===== config.mk =====
export PLATFORM = sky130hd
export DESIGN_NAME = disp_sched
export DESIGN_NICKNAME = d
export VERILOG_FILES = /design/src/rtl/disp_sched.sv
export SDC_FILE = /design/constraint.sdc
export NUM_CORES = 1
export LEC_CHECK = 0
export ABC_AREA = 1
export BUFFER_PORTS_ARGS = -buffer_cell sky130_fd_sc_hd__buf_2
export CELL_PAD_IN_SITES_DETAIL_PLACEMENT = 1
export CELL_PAD_IN_SITES_GLOBAL_PLACEMENT = 1
export CORE_MARGIN = 1
export CORE_UTILIZATION = 35
export DETAILED_ROUTE_END_ITERATION = 8
export PLACE_DENSITY_LB_ADDON = 0.1
export REMOVE_ABC_BUFFERS = 1
export SLEW_MARGIN = 0
export SYNTH_ARGS = -nofsm -noshare
export SYNTH_HDL_FRONTEND = slang
export SYNTH_SLANG_ARGS = --single-unit

===== constraint.sdc =====
create_clock -name clk_i -period 3 [get_ports clk_i]
set_input_delay 0.15 -clock clk_i [delete_from_list [all_inputs] [get_ports clk_i]]
set_output_delay 0.15 -clock clk_i [all_outputs]
set_load 0.02 [all_outputs]

===== src/rtl/disp_sched.sv =====
// Display-source scheduler: shows one of four 32-bit words (timed rotation or manual
// select), blanks between sources and lets a one-shot alert word pre-empt the display.
module disp_sched #(
  parameter int DWELL      = 50_000_000,
  parameter int BLANK      = 1_000_000,
  parameter int ALERT_HOLD = 100_000_000
) (
  input  logic        clk_i,
  input  logic        rst,
  input  logic        auto_en,
  input  logic [1:0]  man_sel,
  input  logic        freeze,
  input  logic [31:0] src0_data,
  input  logic [31:0] src1_data,
  input  logic [31:0] src2_data,
  input  logic [31:0] src3_data,
  input  logic        alert_req,
  input  logic [31:0] alert_data,
  output logic        alert_ack,
  output logic [31:0] disp_data,
  output logic [2:0]  disp_src,
  output logic        disp_blank,
  output logic        busy
);

  localparam int MAXDB = (DWELL > BLANK) ? DWELL : BLANK;
  localparam int MAXP  = (MAXDB > ALERT_HOLD) ? MAXDB : ALERT_HOLD;
  localparam int CW    = (MAXP > 1) ? $clog2(MAXP) : 1;

  localparam logic [CW-1:0] DWELL_END = CW'(DWELL - 1);
  localparam logic [CW-1:0] BLANK_END = CW'(BLANK - 1);
  localparam logic [CW-1:0] ALERT_END = CW'(ALERT_HOLD - 1);

  typedef enum logic [1:0] {S_SHOW, S_BLANK, S_ALERT} state_t;

  state_t        state_q, state_d;
  logic [CW-1:0] cnt_q, cnt_d;
  logic [1:0]    cur_sel_q, cur_sel_d;
  logic [1:0]    next_sel_q, next_sel_d;
  logic          armed_q, armed_d;
  logic          commit_q, commit_d;
  logic [31:0]   alert_word_q, alert_word_d;

  logic [31:0]   disp_data_q, disp_data_d;
  logic [2:0]    disp_src_q, disp_src_d;
  logic          disp_blank_q, disp_blank_d;
  logic          busy_q, busy_d;
  logic          ack_q, ack_d;

  logic          accept;
  logic          switch_req;
  logic [31:0]   src [4];

  always_comb begin
    src[0] = src0_data;
    src[1] = src1_data;
    src[2] = src2_data;
    src[3] = src3_data;
  end

  always_ff @(posedge clk_i) begin
    if (rst) begin
      state_q      <= S_SHOW;
      cnt_q        <= '0;
      cur_sel_q    <= '0;
      next_sel_q   <= '0;
      armed_q      <= 1'b1;
      commit_q     <= 1'b0;
      alert_word_q <= '0;
      disp_data_q  <= '0;
      disp_src_q   <= '0;
      disp_blank_q <= 1'b0;
      busy_q       <= 1'b0;
      ack_q        <= 1'b0;
    end else begin
      state_q      <= state_d;
      cnt_q        <= cnt_d;
      cur_sel_q    <= cur_sel_d;
      next_sel_q   <= next_sel_d;
      armed_q      <= armed_d;
      commit_q     <= commit_d;
      alert_word_q <= alert_word_d;
      disp_data_q  <= disp_data_d;
      disp_src_q   <= disp_src_d;
      disp_blank_q <= disp_blank_d;
      busy_q       <= busy_d;
      ack_q        <= ack_d;
    end
  end

  always_comb begin
    state_d      = state_q;
    cnt_d        = cnt_q;
    cur_sel_d    = cur_sel_q;
    next_sel_d   = next_sel_q;
    commit_d     = commit_q;
    alert_word_d = alert_word_q;
    armed_d      = armed_q | ~alert_req;
    accept       = 1'b0;
    switch_req   = 1'b0;
    unique case (state_q)
      S_SHOW: begin
        if (!auto_en) begin
          cnt_d = '0;
          if (!freeze && (man_sel != cur_sel_q)) begin
            next_sel_d = man_sel;
            switch_req = 1'b1;
          end
        end else if (!freeze) begin
          if (cnt_q == DWELL_END) begin
            cnt_d      = '0;
            next_sel_d = cur_sel_q + 2'd1;
            switch_req = 1'b1;
          end else begin
            cnt_d = cnt_q + CW'(1);
          end
        end
        if (switch_req) state_d = S_BLANK;
      end
      S_BLANK: begin
        if (cnt_q == BLANK_END) begin
          cnt_d     = '0;
          cur_sel_d = next_sel_q;
          state_d   = S_SHOW;
        end else begin
          cnt_d = cnt_q + CW'(1);
        end
      end
      S_ALERT: begin
        if (cnt_q == ALERT_END) begin
          cnt_d   = '0;
          state_d = S_SHOW;
          if (commit_q) cur_sel_d = next_sel_q;
        end else begin
          cnt_d = cnt_q + CW'(1);
        end
      end
      default: state_d = S_SHOW;
    endcase
    // Alert overrides any transition decided above but keeps the pending next_sel,
    // which is committed on exit if a switch was interrupted or pre-empted.
    if (alert_req && armed_q && (state_q != S_ALERT)) begin
      accept       = 1'b1;
      armed_d      = 1'b0;
      alert_word_d = alert_data;
      commit_d     = (state_q == S_BLANK) || switch_req;
      cnt_d        = '0;
      cur_sel_d    = cur_sel_q;
      state_d      = S_ALERT;
    end
  end

  always_comb begin
    disp_data_d  = disp_data_q;
    disp_src_d   = {1'b0, cur_sel_d};
    disp_blank_d = (state_d == S_BLANK);
    busy_d       = (state_d == S_ALERT);
    ack_d        = accept;
    if (state_d == S_ALERT) begin
      disp_src_d  = 3'd4;
      disp_data_d = alert_word_d;
    end else if (state_q != S_SHOW) begin
      if (state_d == S_SHOW) disp_data_d = src[cur_sel_d];
    end else if (!freeze) begin
      disp_data_d = src[cur_sel_q];
    end
  end

  assign alert_ack  = ack_q;
  assign disp_data  = disp_data_q;
  assign disp_src   = disp_src_q;
  assign disp_blank = disp_blank_q;
  assign busy       = busy_q;

endmodule


==> results of run 1 <==
-- power by group through the flow --
stage	clock, mW	combinational [mW]	sequential [mW]
after global placement	0	1.23	1.60
after detailed placement	0	1.25	1.60
after global routing	1.32	1.39	1.58
after floorplan	0	0.671	1.69
after CTS	1.26	1.26	1.57
final	1.23	1.25	1.57
-- cell type report --
class / count / area (um2)
fill: 3148 / 13100
clock inverter: 5 / 58.81
sequential: 104 / 2086
tap: 285 / 356.6
inverter: 224 / 843.3
timing repair buffer: 230 / 1279
antenna: 8 / 20.02
clock buffer: 10 / 229.0
multi-input combinational: 900 / 4667
-- registers in the layout, summed over array words and instances, names as in the netlist --
| register | count |
|---|---|
| disp_data | 32 |
| armed_q | 1 |
| disp_src | 3 |
| alert_ack | 1 |
| cnt_q | 27 |
| cur_sel_q | 2 |
| alert_word_q | 32 |
| next_sel_q | 2 |
| state_q | 2 |
| disp_blank | 1 |
| commit_q | 1 |
-- layer usage --
metal	wire length (um)	GRT usage, %
met1	13290	30.62
met2	15230	46.71
met3	1315	5.073
met4	884	10.90
met5	52	0
-- synthesized netlist by cell type, drive strengths merged, types with 2 or more instances --
| library cell | count | area share, % |
|---|---|---|
| o21ai | 126 | 8.5 |
| xor2 | 6 | 0.65 |
| nand4 | 68 | 5.3 |
| nand3 | 130 | 8.4 |
| nor2 | 138 | 7.1 |
| a221oi | 2 | 0.22 |
| nand2 | 212 | 11 |
| ha | 6 | 0.93 |
| a31oi | 2 | 0.15 |
| a21oi | 140 | 9.3 |
| buf | 55 | 4.5 |
| mux2i | 18 | 2.2 |
| nor4 | 3 | 0.23 |
| inv | 224 | 10 |
| clkbuf | 35 | 1.6 |
| a211oi | 3 | 0.28 |
| nor3b | 4 | 0.37 |
| dfxtp | 104 | 26 |
| or2 | 15 | 1.2 |
| nor3 | 18 | 1.4 |
-- cell families after synthesis --
family / after synthesis / synth area share (%)
adders and majority gates: 6 / 0.9292
buffers and inverters: 314 / 16.52
and+or+nand+nor: 590 / 34.64
muxes: 18 / 2.230
DFF: 104 / 25.77
xor gates and xnor gates: 6 / 0.6505
AOI/OAI and AO/OA: 280 / 19.25
-- per-stage QoR --
stage | power [mW] | util, % | setup TNS, ps | hold slack, ps | setup slack, ps
floorplan | 2.358 | - | -80760 | 212.4 | -2294
global placement | 2.827 | 40.77 | 0 | 373.4 | 489.1
detailed placement | 2.852 | 40.77 | 0 | 394.5 | 361.8
CTS | 4.092 | 42.04 | 0 | 23.36 | 356.6
global route | 4.292 | 42.09 | 0 | 36.52 | 62.95
finish | 4.049 | 42.13 | 0 | 23.85 | 383.0
-- path summary, 6_finish.rpt --
path	from	to	cells after the start
max	cnt_q[0]	disp_data[10]	15
min	alert_req	armed_q	2
max reg2reg	cnt_q[0]	disp_data[10]	15
min reg2reg	armed_q	armed_q	2
-- worst reg2reg max path, cell delays in order (launching register included) --
cell,delay (ps)
dfxtp_1,380
ha_1,210
nand2_1,100
nor2_4,120
nand2_1,120
nor2_2,180
nand2_1,100
nand2_2,110
nand3_2,120
nand2_2,100
o21ai_4,80
nand2_8,190
nand2_2,340
nor2_1,210
nand2_1,80
a21oi_1,110
==> flow_metrics.tcl, run 1 <==
set metrics [dict create \
    internal-power_mw 2.591 \
    syn_avg_cell_area_um2 6.130 \
    rows 55 \
    ctsHoldBuffers 0 \
    die_w_um 153.9 \
    cp_slowest_stage_delay_ps 380 \
    htree_levels 3 \
    worst_pin_slew_ps 840.2 \
    placed_area_um2 9231 \
    wirelength_um 30770 \
    yosys_warnings 0 \
    critPathTopFamily "simple AND/OR/NAND/NOR gates" \
    cpMaxStageDelayCell "dfxtp_1" \
    setup_viol 0 \
    hold_viol_final 0 \
    wl_per_cell_um 17.42 \
    syn_to_final_growth_pct 18.07 \
    rsz0062_at_grt "false" \
    drc 0 \
    core_area_um2 22640 \
    drive_gt1_share_pct 23.35 \
    numPortBuffers 204 \
    layout.nets 1642 \
    relSlewSlack_pct 43.99 \
    swShare_pct 36.01 \
    boundaryPins 205 \
    peakVddDrop_mv 0.2757 \
    cap_violations 0 \
    ys_types 48 \
    powerDensity_nw_per_um2 424.4 \
    drt_first_iter_violations 471 \
    arrival_ps 2910 \
    outcome "completed" \
    path_buf_inv 0 \
    numCtsBuffers 9 \
    end_kind "register" \
    seqPwrFrac_pct 38.7 \
    synthArstFlopShare_pct 0 \
    dp_cells 1743 \
    overflow 0 \
    syn_area_um2 8079 \
    synth_edf_count 0 \
    clock-root-buffer "clkbuf_16" \
    clkLatencyLatePin_ps 360 \
    cts_setup_buffers 0 \
    ctsResizeCount 0 \
    r2r_slack_ps 380 \
    grt_pass1_wl_um 49270 \
    ant_nets 0 \
    drt-vias-per-instance 5.216 \
    dieArea_um2 23690 \
    finalCritPeriodShare_pct 87.23 \
    die_h_um 153.9 \
    final_cells 1766 \
    ys_seq_area_share_pct 25.77 \
    cts_sinks 104 \
    firstDrtPassIters 5 \
    critPathMostFrequentCell "nand2_1" \
    clock_path_buffers 2 \
    critical_path.cell_chain "ha_1 > nand2_1 > nor2_4 > nand2_1 > nor2_2 > nand2_1 > nand2_2 > nand3_2 > nand2_2 > o21ai_4 > nand2_8 > nand2_2 > nor2_1 > nand2_1 > a21oi_1" \
    slew_viol_final 0 \
    start_util_pct 35.68 \
    critPathLaunchType "register" \
    final_cell_area_um2 9539 \
    criticalPathCategory "reg2reg" \
    final_cell_mix "204 x inv_1, 204 x buf_2, 196 x nand2_1" \
    crit_required_ps 3290 \
    clkTransAtPathRegs_ps 80 \
    cts_tree "built" \
    vias 9212 \
    dpl.hpwl_um 20820 \
    fmax_mhz 382.1 \
    combPwrFrac_pct 30.9 \
    p_leak_nw 4.657 \
    antenna_found_initial 10 \
    skew_ps 12.69 \
    ys_seq_elements 104 \
    cp_max_fo 21 \
    gp_congestion 0.8840 \
    grt_max_degree 91 \
    worstHoldPathType "in2reg" \
    grt_usage_pct 26.24 \
    clkPwrFrac_pct 30.5 \
    grt_pass1_vias 9386 \
    net-switching-power_mw 1.458 \
    ys.flop_type "dfxtp_1" \
    period_minus_slack_ps 2617 \
    syn_inst 1318 \
]
Note: power is estimated with default switching activity, not from simulation.
==> inputs of run 2 (changes only) <==
==> constraint.sdc (replaced) <==
create_clock -name clk_i -period 2.9 [get_ports clk_i]
set_input_delay 0.145 -clock clk_i [delete_from_list [all_inputs] [get_ports clk_i]]
set_output_delay 0.145 -clock clk_i [all_outputs]
set_load 0.02 [all_outputs]
==> flow_metrics.tcl, run 2 (same netlist as run 1, synthesis figures left out) <==
set metrics [dict create \
    outcome "completed" \
    worstHoldPathType "in2reg" \
    overflow 0 \
    grt_usage_pct 26.21 \
    cts_tree "built" \
    vias 9251 \
    post-place-ws_ps -8.373 \
    layout.nets 1646 \
    slew_viol_final 0 \
    firstDrtPassIters 5 \
    dieArea_um2 23690 \
    die_w_um 153.9 \
    boundaryPins 205 \
    clock-root-buffer "clkbuf_16" \
    power_mw 4.167 \
    p_leak_nw 4.702 \
    wirelength_um 30580 \
    hold_viol_final 0 \
    cp_max_fo 30 \
    die_h_um 153.9 \
    holdPathStages 3 \
    rsz0062_at_grt "false" \
    drive_gt1_share_pct 23.61 \
    powerDensity_nw_per_um2 433.3 \
    fmax_mhz 378.1 \
    numCtsBuffers 9 \
    drt_first_iter_violations 444 \
    final_cell_area_um2 9618 \
    numPortBuffers 204 \
    wl_per_cell_um 17.27 \
    grt_pass1_vias 9450 \
    start_util_pct 35.68 \
    peakVddDrop_mv 0.2488 \
    clock_path_buffers 2 \
    gp_congestion 0.8673 \
    reg2reg_to "disp_data[3]" \
    grt_max_degree 131 \
    grt_pass1_wl_um 49270 \
    worstHoldStart "alert_data[12]" \
    dp_cells 1745 \
    cap_violations 0 \
    rr_worst_depth 13 \
    min_to "alert_word_q[12]" \
    period_minus_slack_ps 2645 \
    antenna_found_initial 10 \
    worst_slack_ps 255.5 \
    relSlewSlack_pct 17.74 \
    final_cell_mix "204 x inv_1, 204 x buf_2, 196 x nand2_1" \
    arrival_ps 2900 \
    drc 0 \
    criticalPathCategory "reg2reg" \
    end_kind "register" \
    clkTransAtPathRegs_ps 80 \
    placed_area_um2 9271 \
    finalCritPeriodShare_pct 91.19 \
    critPathLaunchType "register" \
    ant_nets 0 \
    timing.rr.start "state_q[0]" \
    skew_ps 9.709 \
    core_area_um2 22640 \
    r2r_slack_ps 260 \
    setup_viol 0 \
    rows 55 \
    dpl.hpwl_um 21240 \
    htree_levels 3 \
    final_cells 1771 \
    worst_pin_slew_ps 1234 \
    worst_hold_slack_ps 49.21 \
    syn_to_final_growth_pct 19.05 \
    cts_sinks 104 \
    drt-vias-per-instance 5.224 \
    clkLatencyLatePin_ps 360 \
    crit_required_ps 3150 \
]
==> run 2: cell count changes in the layout (fill, tap and decap cells not counted), sizes merged <==
cell / change
clkinvlp: -1
dlygate4sd3: +1
buf: +3
bufinv: -1
inv: +2
clkinv: +1
==> run 2: power by group <==
part	leakage, nW	switching [mW]	total (mW)	internal [mW]
combinational	3.70	0.841	1.30	0.461
sequential	0.853	0.0640	1.62	1.56
clock	0.144	0.606	1.24	0.638
total	4.70	1.51	4.17	2.66
==> run 2: critical path: stages (launching register included) <==
cell,delay [ps]
dfxtp_1,380
inv_1,120
ha_1,330
nor3_4,370
nor2_1,140
nand2_2,110
nand2_2,90
nand3_2,190
buf_4,360
nand2_1,90
nand3_1,90
nand3_1,60
nand2_1,100
a21oi_1,70
==> run 2: worst max-delay path by stage <==
stage / start / end / slack [ps] / cells after the start
3_5_place_dp: state_q[0] / disp_data[3] / -8 / 13
3_3_place_gp: cnt_q[0] / disp_data[20] / 190 / 14
5_1_grt: state_q[0] / disp_data[2] / 20 / 13
6_report: state_q[0] / disp_data[3] / 260 / 13
4_1_cts: state_q[0] / disp_data[14] / 220 / 13
2_1_floorplan: cur_sel_q[0] / disp_data[11] / -2390 / 7
==> run 2: repair_timing <==
action	in CTS	in global routing
hold buffers	1	0
setup endpoints to repair	4	12
setup buffers	1	0
pin swaps	1	0
gates resized for setup	0	4
endpoints found under the hold margin	1	0
==> run 2: layer usage <==
layer | GRT usage (%) | wire length, um
met5 | 0 | 33
met4 | 8.000 | 546
met3 | 4.961 | 1465
met2 | 46.77 | 15240
met1 | 31.62 | 13290
==> run 2: final cells by class <==
class                      count  area (um2)
antenna                        8       20.02
clock buffer                  10       250.2
clock inverter                 6       40.04
fill                        3164       13020
inverter                     224       848.3
multi-input combinational    900        4681
sequential                   104        2086
tap                          285       356.6
timing repair buffer         234        1336
==> run 2: metrics by stage <==
| step | util (%) | TNS (ps) |
|---|---|---|
| after floorplan | - | -85020 |
| after global placement | 40.95 | 0 |
| after detailed placement | 40.95 | -13.44 |
| after CTS | 42.31 | 0 |
| after global routing | 42.44 | 0 |
| final | 42.48 | 0 |
==> inputs of run 3 (changes only) <==
--- a/config.mk
+++ b/config.mk
@@ -14,6 +14,7 @@
 export DETAILED_ROUTE_END_ITERATION = 8
 export PLACE_DENSITY_LB_ADDON = 0.1
 export REMOVE_ABC_BUFFERS = 1
+export SETUP_SLACK_MARGIN = 0.5
 export SLEW_MARGIN = 0
 export SYNTH_ARGS = -nofsm -noshare
 export SYNTH_HDL_FRONTEND = slang
==> flow_metrics.tcl, run 3 (same netlist as run 1, synthesis figures left out) <==
set metrics [dict create \
    p_leak_nw 5.151 \
    clkPwrFrac_pct 28.7 \
    cpMaxStageDelayCell "dfxtp_2" \
    syn_to_final_growth_pct 31.18 \
    critPathTopFamily "simple AND/OR/NAND/NOR gates" \
    worst_pin_slew_ps 885.5 \
    grt_pass1_vias 9707 \
    drive_gt1_share_pct 29.88 \
    htree_levels 3 \
    worstHoldPathType "in2reg" \
    swShare_pct 37.07 \
    grt_usage_pct 27.71 \
    period_minus_slack_ps 2355 \
    critPathLaunchType "register" \
    die_w_um 153.9 \
    finalCritPeriodShare_pct 81.21 \
    net-switching-power_mw 1.616 \
    wirelength_um 35200 \
    rr_worst_depth 14 \
    numCtsBuffers 9 \
    drt-vias-per-instance 5.320 \
    dpl.hpwl_um 21240 \
    cap_violations 0 \
    min_to "alert_word_q[12]" \
    dieArea_um2 23690 \
    power_mw 4.358 \
    worstHoldStart "alert_data[12]" \
    final_cell_mix "204 x buf_2, 199 x inv_1, 186 x nand2_1" \
    critical_path.cell_chain "inv_2 > ha_4 > nor3_4 > buf_12 > nor2_4 > nand4_1 > buf_4 > nand3_4 > clkbuf_16 > nand2_1 > nand3_1 > nand3_1 > nand2_1 > a21oi_1" \
    grt_pass1_wl_um 51440 \
    die_h_um 153.9 \
    slew_viol_final 0 \
    clkLatencyLatePin_ps 370 \
    wl_per_cell_um 19.38 \
    end_kind "register" \
    peakVddDrop_mv 0.2617 \
    hold_viol_final 0 \
    firstDrtPassIters 5 \
    start_util_pct 35.68 \
    grt_max_degree 131 \
    drt_first_iter_violations 604 \
    internal-power_mw 2.742 \
    rows 55 \
    antenna_found_initial 11 \
    holdPathStages 3 \
    drc 0 \
    gp_congestion 0.8673 \
    powerDensity_nw_per_um2 411.2 \
    fmax_mhz 424.6 \
    combPwrFrac_pct 34.0 \
    fin_util_pct 46.81 \
    r2r_slack_ps 540 \
    cp_max_fo 8 \
    n_fill_cell 3092 \
    criticalPathCategory "reg2reg" \
    overflow 0 \
    layout.nets 1691 \
    path_buf_inv 4 \
    setup_viol 0 \
    clock_path_buffers 2 \
    arrival_ps 2650 \
    cts_tree "built" \
    clkTransAtPathRegs_ps 80 \
    mostFrequentLayoutCell "buf_2" \
    fin_tns_setup_ps 0 \
    crit_path_start "state_q[0]" \
    cts_sinks 104 \
    numPortBuffers 204 \
    timing.rr.start "state_q[0]" \
    cp_slowest_stage_delay_ps 360 \
    outcome "completed" \
    seqPwrFrac_pct 37.3 \
    clock-root-buffer "clkbuf_16" \
    worst_hold_slack_ps 46.57 \
    crit_required_ps 3190 \
    skew_ps 11.19 \
    rsz0062_at_grt "true" \
    core_area_um2 22640 \
    relSlewSlack_pct 40.97 \
    boundaryPins 205 \
    ant_nets 0 \
    vias 9661 \
    reg2reg_to "disp_data[14]" \
]
-- run 3: area by class of cell --
class / instances / area, um2 / area share, %
Antenna cell: 8 / 20.02 / 0.1889
Clock buffer: 10 / 250.2 / 2.361
Clock inverter: 6 / 40.04 / 0.3778
Inverter: 224 / 864.6 / 8.158
Multi-Input combinational cell: 904 / 4960 / 46.80
Sequential cell: 104 / 2115 / 19.95
Tap cell: 285 / 356.6 / 3.365
Timing Repair Buffer: 275 / 1992 / 18.80
-- run 3: worst max-delay path by stage --
| stage | endpoint | slack (ps) | cells after the start |
|---|---|---|---|
| 3_5_place_dp | disp_data[3] | -8 | 13 |
| 6_report | disp_data[14] | 540 | 14 |
| 5_1_grt | disp_data[9] | 450 | 15 |
| 4_1_cts | disp_data[9] | 490 | 16 |
| 3_3_place_gp | disp_data[20] | 190 | 14 |
| 2_1_floorplan | disp_data[11] | -2390 | 7 |
-- run 3: power by group through the flow --
stage	registers [mW]	clock network (mW)	logic (mW)
2_1_floorplan	1.75	0	0.694
3_5_place_dp	1.65	0	1.30
5_1_grt	1.64	1.34	1.62
3_3_place_gp	1.65	0	1.27
6_report	1.63	1.25	1.48
4_1_cts	1.62	1.28	1.38
-- run 3: tightest hold or removal path, cell delays in order --
cell and delay [ps]:
buf_2 80, mux2i_1 70, nor2_1 80
-- run 3: through the flow --
step | std cells | instance area [um2] | setup WS [ps]
final | 1816 | 10600 | 544.9
after global placement | 1745 | 9271 | 187.9
after detailed placement | 1745 | 9271 | -8.373
after floorplan | 1228 | 7587 | -2394
after global routing | 1813 | 10590 | 451.0
after CTS | 1777 | 9849 | 488.9
-- run 3: layer usage --
| layer | global-route usage, % | part of all wire (%) |
|---|---|---|
| met1 | 32.94 | 42 |
| met2 | 49.72 | 49 |
| met3 | 4.791 | 5.5 |
| met4 | 9.952 | 2.5 |
| met5 | 0 | 0.14 |
-- run 3: repair_timing --
| action | CTS | global route |
|---|---|---|
| hold endpoints to repair | 1 | 0 |
| setup endpoints to repair | 55 | 42 |
| gates resized for setup | 21 | 86 |
| pin swaps | 8 | 22 |
| buffers inserted | 10 | 15 |
| cloned | 5 | 16 |
| hold buffers | 1 | 0 |
